**src/rtl/stream_mux_arb.sv**
```systemverilog
// -----------------------------------------------------------------------------
// stream_mux_arb
//
// Merges NUM_CH valid/ready input streams into a single registered output
// stream. In MODE=0 the channel is chosen by the select port, which makes it a
// drop-in replacement for the old select-driven combinational mux. In MODE=1
// a round-robin arbiter picks among the valid channels and select is ignored.
//
// The output register is a one-entry skid-free stage. It can accept a new
// word whenever it is empty or is being drained on the same edge, so
// back-to-back words flow at one per cycle with one cycle of latency.
//
// Ports
//   clk        rising-edge clock
//   rst        asynchronous reset, active-high
//   in_data    NUM_CH*WIDTH flattened channel data, channel i at [i*WIDTH +: WIDTH]
//   in_valid   per-channel valid
//   in_ready   per-channel ready (one-hot or zero)
//   select     channel index used in MODE=0
//   out_data   registered output word
//   out_valid  output register holds a word
//   out_ready  downstream accepts the word
//   out_ch     index of the channel that produced out_data
//
// Parameter constraints: 2 <= NUM_CH <= 16 and 2**SEL_W >= NUM_CH.
// -----------------------------------------------------------------------------
module stream_mux_arb #(
    parameter int WIDTH  = 32,
    parameter int NUM_CH = 4,
    parameter int SEL_W  = 2,
    parameter int MODE   = 0
) (
    input  logic                    clk,
    input  logic                    rst,
    input  logic [NUM_CH*WIDTH-1:0] in_data,
    input  logic [NUM_CH-1:0]       in_valid,
    output logic [NUM_CH-1:0]       in_ready,
    input  logic [SEL_W-1:0]        select,
    output logic [WIDTH-1:0]        out_data,
    output logic                    out_valid,
    input  logic                    out_ready,
    output logic [SEL_W-1:0]        out_ch
);

    localparam int NUM_SLOTS = 2 ** SEL_W;

    typedef enum logic {
        EMPTY = 1'b0,
        FULL  = 1'b1
    } state_t;

    state_t             state_reg;
    state_t             state_next;
    logic [WIDTH-1:0]   data_reg;
    logic [WIDTH-1:0]   data_next;
    logic [SEL_W-1:0]   ch_reg;
    logic [SEL_W-1:0]   ch_next;
    logic [SEL_W-1:0]   ptr_reg;
    logic [SEL_W-1:0]   ptr_next;

    logic               can_accept;
    logic               transfer;
    logic               grant_valid;
    logic [SEL_W-1:0]   grant_idx;

    logic               sel_grant_valid;
    logic               rr_grant_valid;
    logic [SEL_W-1:0]   rr_grant_idx;

    // Per-channel words and valids are padded out to the full select range so
    // that any SEL_W-bit index is in bounds; the padding slots are never valid.
    logic [WIDTH-1:0]     ch_word [NUM_SLOTS];
    logic [NUM_SLOTS-1:0] valid_pad;

    // Candidate channel index for each round-robin priority position.
    logic [SEL_W:0]     cand_sum [NUM_CH];
    logic [SEL_W-1:0]   cand_idx [NUM_CH];

    // -------------------------------------------------------------------------
    // Channel unpacking
    // -------------------------------------------------------------------------
    generate
        for (genvar gi = 0; gi < NUM_SLOTS; gi++) begin : g_slot
            if (gi < NUM_CH) begin : g_real
                assign ch_word[gi]   = in_data[gi*WIDTH +: WIDTH];
                assign valid_pad[gi] = in_valid[gi];
            end else begin : g_pad
                assign ch_word[gi]   = '0;
                assign valid_pad[gi] = 1'b0;
            end
        end
    endgenerate

    // -------------------------------------------------------------------------
    // Select-driven grant: an out-of-range select simply never grants.
    // -------------------------------------------------------------------------
    assign sel_grant_valid = (int'(select) < NUM_CH) && valid_pad[select];

    // -------------------------------------------------------------------------
    // Round-robin grant. Priority position k looks at channel (ptr + k) mod
    // NUM_CH. ptr and k are both below NUM_CH, so a single conditional
    // subtraction is enough for the wrap.
    // -------------------------------------------------------------------------
    generate
        for (genvar gi = 0; gi < NUM_CH; gi++) begin : g_cand
            assign cand_sum[gi] = {1'b0, ptr_reg} + (SEL_W+1)'(gi);
            assign cand_idx[gi] = (cand_sum[gi] >= (SEL_W+1)'(NUM_CH))
                                ? SEL_W'(cand_sum[gi] - (SEL_W+1)'(NUM_CH))
                                : cand_sum[gi][SEL_W-1:0];
        end
    endgenerate

    // Scan from lowest priority to highest so the last hit (position closest
    // to ptr) wins.
    always_comb begin
        rr_grant_valid = 1'b0;
        rr_grant_idx   = '0;
        for (int k = NUM_CH - 1; k >= 0; k--) begin
            if (valid_pad[cand_idx[k]]) begin
                rr_grant_valid = 1'b1;
                rr_grant_idx   = cand_idx[k];
            end
        end
    end

    // -------------------------------------------------------------------------
    // Mode selection and handshake
    // -------------------------------------------------------------------------
    always_comb begin
        grant_valid = 1'b0;
        grant_idx   = '0;
        if (MODE == 0) begin
            grant_valid = sel_grant_valid;
            grant_idx   = select;
        end else begin
            grant_valid = rr_grant_valid;
            grant_idx   = rr_grant_idx;
        end
    end

    assign can_accept = (state_reg == EMPTY) || out_ready;
    assign transfer   = can_accept && grant_valid;

    // Ready is forced low while reset is held so no source sees a handshake
    // against a register that is being cleared.
    generate
        for (genvar gi = 0; gi < NUM_CH; gi++) begin : g_ready
            assign in_ready[gi] = !rst && transfer && (grant_idx == SEL_W'(gi));
        end
    endgenerate

    // -------------------------------------------------------------------------
    // Output register next-state
    // -------------------------------------------------------------------------
    always_comb begin
        state_next = state_reg;
        data_next  = data_reg;
        ch_next    = ch_reg;
        ptr_next   = ptr_reg;

        if (transfer) begin
            // Covers both filling an empty register and drain-and-refill.
            state_next = FULL;
            data_next  = ch_word[grant_idx];
            ch_next    = grant_idx;
            if (MODE != 0) begin
                ptr_next = (int'(grant_idx) == NUM_CH - 1) ? '0 : grant_idx + 1'b1;
            end
        end else if (state_reg == FULL && out_ready) begin
            // Drain only: data and channel keep their last values.
            state_next = EMPTY;
        end
    end

    always_ff @(posedge clk or posedge rst) begin
        if (rst) begin
            state_reg <= EMPTY;
            data_reg  <= '0;
            ch_reg    <= '0;
            ptr_reg   <= '0;
        end else begin
            state_reg <= state_next;
            data_reg  <= data_next;
            ch_reg    <= ch_next;
            ptr_reg   <= ptr_next;
        end
    end

    assign out_valid = (state_reg == FULL);
    assign out_data  = data_reg;
    assign out_ch    = ch_reg;

endmodule
```
**config.mk**
```make
export PLATFORM = sky130hd
export DESIGN_NAME = stream_mux_arb
export DESIGN_NICKNAME = d
export VERILOG_FILES = /design/src/rtl/stream_mux_arb.sv
export SDC_FILE = /design/constraint.sdc
export NUM_CORES = 1
export LEC_CHECK = 0
export CORE_MARGIN = 2
export CORE_UTILIZATION = 31
export DETAILED_ROUTE_END_ITERATION = 8
export GPL_ROUTABILITY_DRIVEN = 0
export PLACE_DENSITY = 0.79
export SYNTH_ARGS = -nofsm -noshare
export SYNTH_HDL_FRONTEND = slang
export SYNTH_SLANG_ARGS = --single-unit
```
**constraint.sdc**
```tcl
create_clock -name clk -period 1.51 [get_ports clk]
set_input_delay 0.2265 -clock clk [delete_from_list [all_inputs] [get_ports clk]]
set_output_delay 0.2265 -clock clk [all_outputs]
set_load 0.05 [all_outputs]
```
==> run summary, run 1 <==
================================================================================
Path category of the worst min-delay check ........................       in2reg
Routed wirelength normalized by instance count ....................      17.4 µm
Number of hold violations in the final report .....................            0
GR Overflow Total .................................................            0
I/O Pins ..........................................................          176
Outcome ........................................................... finished with violations
Clock-pin transition on the worst setup and hold timing paths .....      0.07 ns
Worst reg2reg endpoint ............................................ out_data[0]$_DFFE_PP0P_
Port-buffer cells .................................................          175
Worst slew slack as a fraction of its limit .......................        75.5%
Most common flop cell mapped by yosys ............................. sky130_fd_sc_hd__dfrtp_1
Number of antenna violations at the first check in global routing .            0
Post-route total power ............................................      4.61 mW
CTS tree ..........................................................        built
Internal reg-to-reg setup slack ...................................     -0.30 ns
Total DRC errors in the routed layout .............................            0
Hold Path Cell Cnt ................................................            5
Horizontal die dimension ..........................................      89.6 µm
Failing checks .................................................... setup timing
# Max-Cap Violations ..............................................            0
Final setup fails .................................................           37
Leading cell types by total area after synthesis .................. sky130_fd_sc_hd__dfrtp_1 (39%), sky130_fd_sc_hd__mux4_2 (32%), sky130_fd_sc_hd__mux2_4 (20%), sky130_fd_sc_hd__buf_6 (2.0%), sky130_fd_sc_hd__mux2_1 (1.5%)
Total buffers and inverters traversed by the critical path ........            2
Starting density of the core ......................................        31.6%
Number of global-route vias before repair .........................         2100
Hold endpoint ..................................................... out_valid$_DFFE_PP0P_
Number of diodes ..................................................            0
DRC violation total after the first TritonRoute iteration .........           33
Total Negative Setup Slacks .......................................     -8.42 ns
Static power due to leakage .......................................      1.86 nW
Most used standard cells in the synthesized netlist ............... sky130_fd_sc_hd__dfrtp_1 (35), sky130_fd_sc_hd__mux4_2 (32), sky130_fd_sc_hd__mux2_4 (30)
Peak supply drop ..................................................       420 µV
Post-synthesis async set-or-reset flop share ......................         100%
Share of post-route cells with drive strength above 1 .............        43.9%
Setup clock skew after layout .....................................   0.00397 ns
Ratio of routed vias to standard cells ............................         4.72
Slew at the pin with the worst max-slew slack .....................     0.368 ns
Start point of the worst min-delay path ...........................    select[1]
Global-route usage over all layers ................................        16.7%
Final period utilization ..........................................         128%
CTS sink count ....................................................           35
Routed WL .........................................................      7180 µm
Area growth, synth to finish ......................................        93.4%
Number of enable flip-flop cells after synthesis ..................            0
Largest net degree at the start of global routing .................           36
Final net count ...................................................          450
Sum of net half-perimeters after detailed placement ...............      5570 µm
Critical path data arrival time ...................................      1.71 ns
Non-filler cells, final ...........................................          413
Post-route worst setup slack ......................................    -0.426 ns
Die area ..........................................................  0.00803 mm²
Global-route wire length before repair ............................     10100 µm
Register area share after synthesis ...............................        38.6%
Required @ worst endpoint .........................................      1.28 ns
Core Util, Final ..................................................        61.2%
Startpoint-to-endpoint class of the critical path .................      reg2out
Critical path's top delay family .................................. simple AND/OR/NAND/NOR gates
Worst Setup Slack post-DPL ........................................    -0.616 ns
Via Count .........................................................         1950
Number of placed instances, taps included .........................          400
Largest driver fanout on the critical path ........................            4
Final critical delay including setup and external delays ..........      1.94 ns
Total of warnings raised by yosys .................................            0
Number of standard-cell rows in the floorplan .....................           31
Clock Tree Buf Depth ..............................................            2
Post-synthesis cell type with the largest combined area ........... sky130_fd_sc_hd__dfrtp_1
Cell at the root of the clock tree ................................ sky130_fd_sc_hd__clkbuf_8
Clock buffer count from CTS .......................................            5
Detailed-router iteration count before antenna repair .............            4
RSZ-0062 raised after global routing ..............................          yes
Highest achievable clock rate .....................................    0.516 GHz
Number of antenna-violating nets in the routed design .............            0
Dominant cell by count in the synthesized netlist ................. sky130_fd_sc_hd__dfrtp_1
Vertical die dimension ............................................      89.6 µm
Proportion of netlist area held by the largest area contributor ...        38.6%
Final max-slew violation count ....................................            0
Distinct cell type count of the synthesized netlist ...............           20
Synthesized instance count ........................................          129
List of cells traversed by the critical path ...................... nand2b_4 -> or3b_4 -> buf_6 -> nor4_4 -> buf_12
Total nets after synthesis ........................................          266
Clk_lat worst skew ................................................      0.28 ns
Worst setup EP type ...............................................  output port
Post-synthesis average cell area ..................................     17.6 µm²
Depth of the most critical reg-to-reg path ........................            6
Worst-path cell with the longest stage delay ...................... sky130_fd_sc_hd__dfrtp_2
Synthesized area ..................................................  0.00227 mm²
Critical register-to-register path startpoint ..................... out_valid$_DFFE_PP0P_
Startpoint type of the worst setup path ...........................     register
Slowest cell delay on critical path ...............................      0.44 ns
CTS HTree Levels ..................................................            2
CORE AREA .........................................................  0.00718 mm²
Total power per unit cell area ....................................  1050 mW/mm²
FF+latch count, synth .............................................           35
================================================================================
[routing by layer]
layer / vias to the layer above / GRT usage [%] / part of all wire [%]
met5: - / 0 / 0
met4: 0 / 4.48 / 1.0
met3: 6 / 4.57 / 8.4
met2: 96 / 31.4 / 54
met1: 960 / 18.4 / 36
li1: 888 / - / -
[tightest hold or removal path, delay by kind of cell]
kind,cells,cell delay [ns]
AO/OA/AOI/OAI,1,0.05
buffers and inverters,1,0.12
multiplexers,1,0.10
AND/OR/NAND/NOR,2,0.13
[cells by family after synthesis]
logic type | Yosys count | synth area share (%)
buffers and inverters | 14 | 3.86
DFF | 35 | 38.6
AOI/OAI and AO/OA | 1 | 0.220
and+or+nand+nor | 12 | 3.36
muxes | 67 | 54.0
[through the flow]
stage | hold slack (ns) | area [µm²]
after floorplan | 0.381 | 2360
after global placement | 0.497 | 4220
after detailed placement | 0.482 | 4220
after CTS | 0.365 | 4340
after global routing | 0.412 | 4390
final | 0.370 | 4390
[report_power, final]
group	internal (mW)	total, mW	switching, mW
clock network	0.416	0.742	0.326
registers	1.19	1.35	0.164
logic	1.21	2.51	1.31
[worst max-delay path by stage]
stage / from / end / slack [ns] / cells past startpoint
floorplan: out_valid$_DFFE_PP0P_ / in_ready[2] / -0.44 / 3
global placement: out_ready / out_data[12]$_DFFE_PP0P_ / -0.57 / 5
detailed placement: out_ready / out_data[17]$_DFFE_PP0P_ / -0.62 / 5
CTS: out_valid$_DFFE_PP0P_ / in_ready[0] / -0.44 / 5
global route: out_valid$_DFFE_PP0P_ / in_ready[0] / -0.47 / 5
finish: out_valid$_DFFE_PP0P_ / in_ready[0] / -0.43 / 5
[registers in the layout, indices dropped and copies added (netlist names)]
name       count
out_ch         2
out_valid      1
out_data      32
[timing repair]
item / in CTS / in global routing
hold buffers: 0 / 0
pin swaps: 2 / 1
gates resized for setup: 7 / 4
endpoints found under the setup margin: 37 / 37
gates cloned: 0 / 2
buffers inserted: 0 / 3
[placed cells by master, fill, tap and decap left out, types with 2 or more instances in the layout]
master	synthesis	routed
sky130_fd_sc_hd__clkdlybuf4s50_1	0	131
sky130_fd_sc_hd__buf_4	0	38
sky130_fd_sc_hd__dfrtp_1	35	34
sky130_fd_sc_hd__mux2_4	30	33
sky130_fd_sc_hd__mux4_2	32	32
sky130_fd_sc_hd__buf_12	0	10
sky130_fd_sc_hd__clkbuf_8	0	7
sky130_fd_sc_hd__nand2_1	4	4
sky130_fd_sc_hd__and2_4	1	3
sky130_fd_sc_hd__dlygate4sd2_1	0	3
sky130_fd_sc_hd__buf_6	4	3
sky130_fd_sc_hd__nor4b_4	0	2
sky130_fd_sc_hd__nor4_4	0	2
sky130_fd_sc_hd__buf_2	4	2
[cell type report]
cell class	instances	area, µm²
inverters	2	7.51
flip-flops and latches	35	877
well taps	99	124
clock buffers	8	100
repair buffers	187	1870
fillers	566	2780
multi-input cells	82	1420
(Power assumes the default switching activity.)
==> run 2: changes to the inputs <==
--- a/config.mk
+++ b/config.mk
@@ -5,8 +5,9 @@
 export SDC_FILE = /design/constraint.sdc
 export NUM_CORES = 1
 export LEC_CHECK = 0
-export CORE_MARGIN = 2
+export CORE_MARGIN = 5
 export CORE_UTILIZATION = 31
+export CTS_BUF_LIST = sky130_fd_sc_hd__clkbuf_8
 export DETAILED_ROUTE_END_ITERATION = 8
 export GPL_ROUTABILITY_DRIVEN = 0
 export PLACE_DENSITY = 0.79
==> run 2 against run 1 <==
The flow still finishes with violations (setup timing). Total power is 3.9% lower. Clock power fell by 14%. Critical path type unchanged. Largest power group unchanged. Non-clock buffer count is 2 lower. Largest cell class unchanged. Sequential cell count did not move. Critical path depth is the same. Register-to-register slack improved by 0.05 ns. Die area up 14%. Global-route usage decreased by 1.2 points.
==> run summary, run 2 (synthesis gave the netlist of run 1 again) <==
=====================================================================================
Clk_lat worst skew .....................................................      0.28 ns
Path category of the worst min-delay check .............................       in2reg
Most frequent standard cell in the layout excluding fill and tap cells . sky130_fd_sc_hd__clkdlybuf4s50_1
First element of the critical path ..................................... out_valid$_DFFE_PP0P_
Internal cell power ....................................................      2.65 mW
Number of flip-flops under the largest register name ...................           32
Final setup fails ......................................................           37
Vertical die dimension .................................................      95.6 µm
DRC violation total after the first TritonRoute iteration ..............           19
Share of post-route cells with drive strength above 1 ..................        42.9%
# Max-Cap Violations ...................................................            0
Final net count ........................................................          446
Global-route wire length before repair .................................     10700 µm
Highest achievable clock rate ..........................................    0.523 GHz
Critical register-to-register path startpoint .......................... out_valid$_DFFE_PP0P_
Number of diodes .......................................................            0
Number of standard-cell rows in the floorplan ..........................           31
Total DRC errors in the routed layout ..................................            0
Non-filler cells, final ................................................          409
Number of global-route vias before repair ..............................         2207
Worst setup EP type ....................................................  output port
Area growth, synth to finish ...........................................        89.6%
CORE AREA ..............................................................  0.00718 mm²
Worst Setup Slack post-DPL .............................................    -0.642 ns
Final critical delay including setup and external delays ...............      1.91 ns
Detailed-router iteration count before antenna repair ..................            4
Peak supply drop .......................................................       402 µV
Horizontal die dimension ...............................................      95.6 µm
RSZ-0062 raised after global routing ...................................          yes
Ratio of routed vias to standard cells .................................         4.72
Start point of the worst min-delay path ................................  in_valid[1]
CTS sink count .........................................................           35
Combinational Power Share ..............................................        55.4%
Global-route usage over all layers .....................................        15.4%
Final period utilization ...............................................         127%
Slew at the pin with the worst max-slew slack ..........................     0.635 ns
Via Count ..............................................................         1929
Worst hold margin ......................................................     0.345 ns
Net switching share of the total power .................................        40.1%
Psw ....................................................................      1.77 mW
Static power due to leakage ............................................      1.84 nW
Routed wirelength normalized by instance count .........................      17.5 µm
Die area ...............................................................  0.00914 mm²
Number of antenna violations at the first check in global routing ......            0
Critical path data arrival time ........................................      1.69 ns
Number of antenna-violating nets in the routed design ..................            0
Clock Power Share ......................................................        14.3%
Port-buffer cells ......................................................          175
GR Overflow Total ......................................................            0
Number of hold violations in the final report ..........................            0
CTS tree ...............................................................        built
Worst slew slack as a fraction of its limit ............................        57.6%
Sum of net half-perimeters after detailed placement ....................      5850 µm
Starting density of the core ...........................................        31.6%
Routed WL ..............................................................      7150 µm
Startpoint-to-endpoint class of the critical path ......................      reg2out
Required @ worst endpoint ..............................................      1.28 ns
Clock-pin transition on the worst setup and hold timing paths ..........      0.07 ns
Number of placed instances, taps included ..............................          400
I/O Pins ...............................................................          176
Post-route total power .................................................      4.43 mW
Post-route worst setup slack ...........................................    -0.404 ns
Total power per unit cell area .........................................  1030 mW/mm²
Final max-slew violation count .........................................            0
Fraction of power consumed by sequential logic .........................        30.2%
CTS HTree Levels .......................................................            2
Hold-fix buffers at CTS ................................................            0
Largest net degree at the start of global routing ......................           36
Clock buffer count from CTS ............................................            5
Leading cell types in the layout, fill and taps excluded ............... sky130_fd_sc_hd__clkdlybuf4s50_1 (130), sky130_fd_sc_hd__buf_4 (40), sky130_fd_sc_hd__mux2_4 (34), sky130_fd_sc_hd__dfrtp_1 (34), sky130_fd_sc_hd__mux4_2 (32)
Outcome ................................................................ finished with violations
Cell at the root of the clock tree ..................................... sky130_fd_sc_hd__clkbuf_8
Clock Tree Buf Depth ...................................................            2
Internal reg-to-reg setup slack ........................................     -0.25 ns
Largest driver fanout on the critical path .............................            4
Setup clock skew after layout ..........................................   0.00705 ns
Failing checks ......................................................... setup timing
Startpoint type of the worst setup path ................................     register
=====================================================================================
## run 2: cell types whose count changed in the layout (fill, tap and decap cells not counted), moves of 2 or more
cell,change
sky130_fd_sc_hd__and2_4,-2
sky130_fd_sc_hd__buf_12,-3
sky130_fd_sc_hd__buf_4,+2
sky130_fd_sc_hd__inv_1,+2
sky130_fd_sc_hd__clkbuf_8,-2
## run 2: worst paths after layout
path                                           end  cells after the start
max                                    in_ready[0]                      5
min                          out_valid$_DFFE_PP0P_                      4
max reg2reg                out_data[3]$_DFFE_PP0P_                      4
min reg2reg                  out_ch[0]$_DFFE_PP0P_                      2
max in group asynchronous  out_data[6]$_DFFE_PP0P_                      4
min in group asynchronous    out_ch[0]$_DFFE_PP0P_                      4
## run 2: what timing repair did
action / CTS / global route
cloned: 0 / 0
pin swaps: 1 / 3
gates resized for setup: 7 / 3
buffers inserted: 1 / 1
endpoints found under the setup margin: 37 / 37
## run 2: per-layer routing
layer	wire [µm]	global-route usage [%]	vias to the layer above
met5	0	0	-
met4	84	4.15	0
met3	736	5.68	6
met2	3880	28.9	92
met1	2460	16.1	951
li1	-	-	880
## run 2: cell type report
class | count | area, µm²
Timing Repair Buffer | 185 | 1810
Fill cell | 593 | 2870
Clock inverter | 3 | 12.5
Tap cell | 99 | 124
Inverter | 2 | 7.51
Sequential cell | 35 | 877
Clock buffer | 5 | 68.8
Multi-Input combinational cell | 80 | 1400
## run 2: power by group through the flow
| stage | sequential [mW] | clock [mW] | combinational, mW |
|---|---|---|---|
| CTS | 1.34 | 0.670 | 2.48 |
| finish | 1.34 | 0.635 | 2.46 |
| detailed placement | 1.35 | 0 | 2.48 |
| global route | 1.37 | 0.707 | 2.56 |
| floorplan | 2.20 | 0 | 0.698 |
| global placement | 1.34 | 0 | 2.44 |
## run 2: per-stage QoR
| stage | util [%] | area [µm²] | TNS, ns |
|---|---|---|---|
| floorplan | - | 2360 | -13.31 |
| global placement | 58.3 | 4190 | -20.67 |
| detailed placement | 58.3 | 4190 | -22.24 |
| CTS | 59.8 | 4290 | -9.71 |
| global route | 60.0 | 4310 | -11.93 |
| finish | 60.0 | 4310 | -9.37 |
## run 2: critical path, stage by stage (launching register included)
cell,delay (ns)
sky130_fd_sc_hd__dfrtp_2,0.43
sky130_fd_sc_hd__nand2b_4,0.07
sky130_fd_sc_hd__or3b_4,0.41
sky130_fd_sc_hd__buf_6,0.14
sky130_fd_sc_hd__nor4_4,0.18
sky130_fd_sc_hd__buf_12,0.18
==> run 3: changes to the inputs <==
--- a/config.mk
+++ b/config.mk
@@ -7,7 +7,6 @@
 export LEC_CHECK = 0
 export CORE_MARGIN = 5
 export CORE_UTILIZATION = 31
-export CTS_BUF_LIST = sky130_fd_sc_hd__clkbuf_8
 export DETAILED_ROUTE_END_ITERATION = 8
 export GPL_ROUTABILITY_DRIVEN = 0
 export PLACE_DENSITY = 0.79
==> constraint.sdc (replaced) <==
create_clock -name clk -period 1.51 [get_ports clk]
set_input_delay 0.302 -clock clk [delete_from_list [all_inputs] [get_ports clk]]
set_output_delay 0.302 -clock clk [all_outputs]
set_load 0.05 [all_outputs]
==> run 3 against run 2 <==
The flow still finishes with violations (setup timing). Non-clock buffer count increased by 3. First-iteration DRC count increased by 110%. Die area unchanged. Via count increased by 4.4%. Sequential power increased by 10%. Critical path depth decreased by 1. Total power increased by 18%. Clock-buffer cell count increased by 2. Sequential cell count unchanged. Register-to-register slack got worse by 0.05 ns. Final cell count increased by 1.7%. Wire length increased by 16%.
==> run summary, run 3 (synthesis gave the netlist of run 1 again) <==
=====================================================================================
Routed WL ..............................................................      8300 µm
Clock buffer count from CTS ............................................            5
Number of antenna-violating nets in the routed design ..................            0
I/O Pins ...............................................................          176
Port-buffer cells ......................................................          175
Total buffers and inverters traversed by the critical path .............            1
Final period utilization ...............................................         129%
Path category of the worst min-delay check .............................       in2reg
Hold-fix buffers at CTS ................................................            0
Cell at the root of the clock tree ..................................... sky130_fd_sc_hd__clkbuf_8
Worst setup EP type ....................................................  output port
Final net count ........................................................          453
Number of antenna violations at the first check in global routing ......            0
Internal reg-to-reg setup slack ........................................     -0.30 ns
Leading cell types in the layout, fill and taps excluded ............... sky130_fd_sc_hd__clkdlybuf4s50_1 (129), sky130_fd_sc_hd__buf_12 (41), sky130_fd_sc_hd__mux2_4 (34), sky130_fd_sc_hd__dfrtp_1 (34), sky130_fd_sc_hd__mux4_2 (32)
Critical path data arrival time ........................................      1.64 ns
CTS HTree Levels .......................................................            2
Total power per unit cell area .........................................  1100 mW/mm²
Area growth, synth to finish ...........................................         111%
Worst Setup Slack post-DPL .............................................    -0.709 ns
Slew at the pin with the worst max-slew slack ..........................     0.540 ns
Largest net degree at the start of global routing ......................           38
Largest driver fanout on the critical path .............................            3
Share of post-route cells with drive strength above 1 ..................        44.2%
Total DRC errors in the routed layout ..................................            0
Sum of net half-perimeters after detailed placement ....................      6400 µm
Starting density of the core ...........................................        31.6%
Global-route usage over all layers .....................................        18.7%
Slowest cell delay on critical path ....................................      0.43 ns
Ratio of routed vias to standard cells .................................         4.84
DRC violation total after the first TritonRoute iteration ..............           39
Number of flip-flops under the largest register name ...................           32
Most frequent standard cell in the layout excluding fill and tap cells . sky130_fd_sc_hd__clkdlybuf4s50_1
Static power due to leakage ............................................      2.01 nW
Number of standard-cell rows in the floorplan ..........................           31
Die area ...............................................................  0.00914 mm²
RSZ-0062 raised after global routing ...................................          yes
Post-route total power .................................................      5.24 mW
GR Overflow Total ......................................................            0
CTS tree ...............................................................        built
Final setup fails ......................................................           37
Global-route wire length before repair .................................     12700 µm
Final max-slew violation count .........................................            0
Clk_lat worst skew .....................................................      0.28 ns
List of cells traversed by the critical path ........................... nand2b_4 -> or3b_4 -> nor4b_4 -> buf_12
Clock Tree Buf Depth ...................................................            2
Post-route worst setup slack ...........................................    -0.435 ns
Outcome ................................................................ finished with violations
Horizontal die dimension ...............................................      95.6 µm
Highest achievable clock rate ..........................................    0.514 GHz
Setup clock skew after layout ..........................................   0.00327 ns
Clock-pin transition on the worst setup and hold timing paths ..........      0.07 ns
Number of filler cells placed in the layout ............................          526
Startpoint-to-endpoint class of the critical path ......................      reg2out
Via Count ..............................................................         2013
Peak supply drop .......................................................       490 µV
Critical path's top delay family ....................................... simple AND/OR/NAND/NOR gates
Number of diodes .......................................................            0
Worst slew slack as a fraction of its limit ............................        64.0%
Vertical die dimension .................................................      95.6 µm
Final critical delay including setup and external delays ...............      1.95 ns
Startpoint type of the worst setup path ................................     register
Required @ worst endpoint ..............................................      1.21 ns
Detailed-router iteration count before antenna repair ..................            4
Number of global-route vias before repair ..............................         2461
Failing checks ......................................................... setup timing
Routed wirelength normalized by instance count .........................      19.9 µm
# Max-Cap Violations ...................................................            0
Number of hold violations in the final report ..........................            0
CTS sink count .........................................................           35
CORE AREA ..............................................................  0.00718 mm²
Worst-path cell with the longest stage delay ........................... sky130_fd_sc_hd__dfrtp_2
=====================================================================================
run 3: worst paths after layout:
check / startpoint / endpoint / cells after the start
max in group asynchronous: rst / out_valid$_DFFE_PP0P_ / 4
hold reg to reg: out_ch[0]$_DFFE_PP0P_ / out_ch[0]$_DFFE_PP0P_ / 2
setup reg to reg: out_valid$_DFFE_PP0P_ / out_data[17]$_DFFE_PP0P_ / 6
min in group asynchronous: rst / out_data[21]$_DFFE_PP0P_ / 4
setup / recovery: out_valid$_DFFE_PP0P_ / in_ready[2] / 4
hold / removal: select[0] / out_ch[0]$_DFFE_PP0P_ / 4
run 3: where the power goes:
| group | internal, mW | switching, mW | total, mW |
|---|---|---|---|
| Combinational | 1.77 | 1.34 | 3.12 |
| Sequential | 1.19 | 0.292 | 1.48 |
| Clock | 0.324 | 0.322 | 0.646 |
| Total | 3.28 | 1.96 | 5.24 |
run 3: final cells by class:
| cell class | instances | area, µm² | share of cell area [%] |
|---|---|---|---|
| timing repair buffer | 188 | 2260 | 47.2 |
| inverter | 2 | 7.51 | 0.157 |
| clock buffer | 7 | 76.3 | 1.60 |
| clock inverter | 1 | 5.00 | 0.105 |
| multi-input combinational | 84 | 1440 | 30.1 |
| tap | 99 | 124 | 2.59 |
| sequential | 35 | 877 | 18.3 |
run 3: what timing repair did:
action / CTS / global route
cloned: 4 / 0
hold endpoints to repair: 0 / 0
setup endpoints to repair: 37 / 37
resized for setup: 13 / 2
pin swaps: 5 / 2
buffers inserted: 2 / 1
run 3: stage by stage:
step / hold WS (ns) / utilization, % / std cells / setup TNS (ns) / cell area, µm²
finish: 0.469 / 66.7 / 416 / -10.83 / 4780
global route: 0.483 / 66.7 / 416 / -12.26 / 4780
CTS: 0.441 / 66.4 / 415 / -8.18 / 4760
detailed placement: 0.543 / 64.4 / 401 / -25.13 / 4620
global placement: 0.530 / 64.4 / 401 / -23.34 / 4620
floorplan: 0.456 / - / 129 / -13.61 / 2360
run 3: metal layers:
| layer | wire (µm) | vias to the layer above | global-route usage [%] |
|---|---|---|---|
| met5 | 0 | - | 0 |
| met4 | 103 | 0 | 4.27 |
| met3 | 787 | 10 | 6.87 |
| met2 | 4440 | 97 | 34.5 |
| met1 | 2960 | 1011 | 20.3 |
| li1 | - | 895 | - |
run 3: worst register-to-register path, stage by stage (launching register included):
cell	delay, ns
sky130_fd_sc_hd__dfrtp_2	0.43
sky130_fd_sc_hd__nand2b_4	0.07
sky130_fd_sc_hd__or3b_4	0.41
sky130_fd_sc_hd__buf_4	0.15
sky130_fd_sc_hd__buf_6	0.12
sky130_fd_sc_hd__and2_4	0.20
sky130_fd_sc_hd__mux2_4	0.32
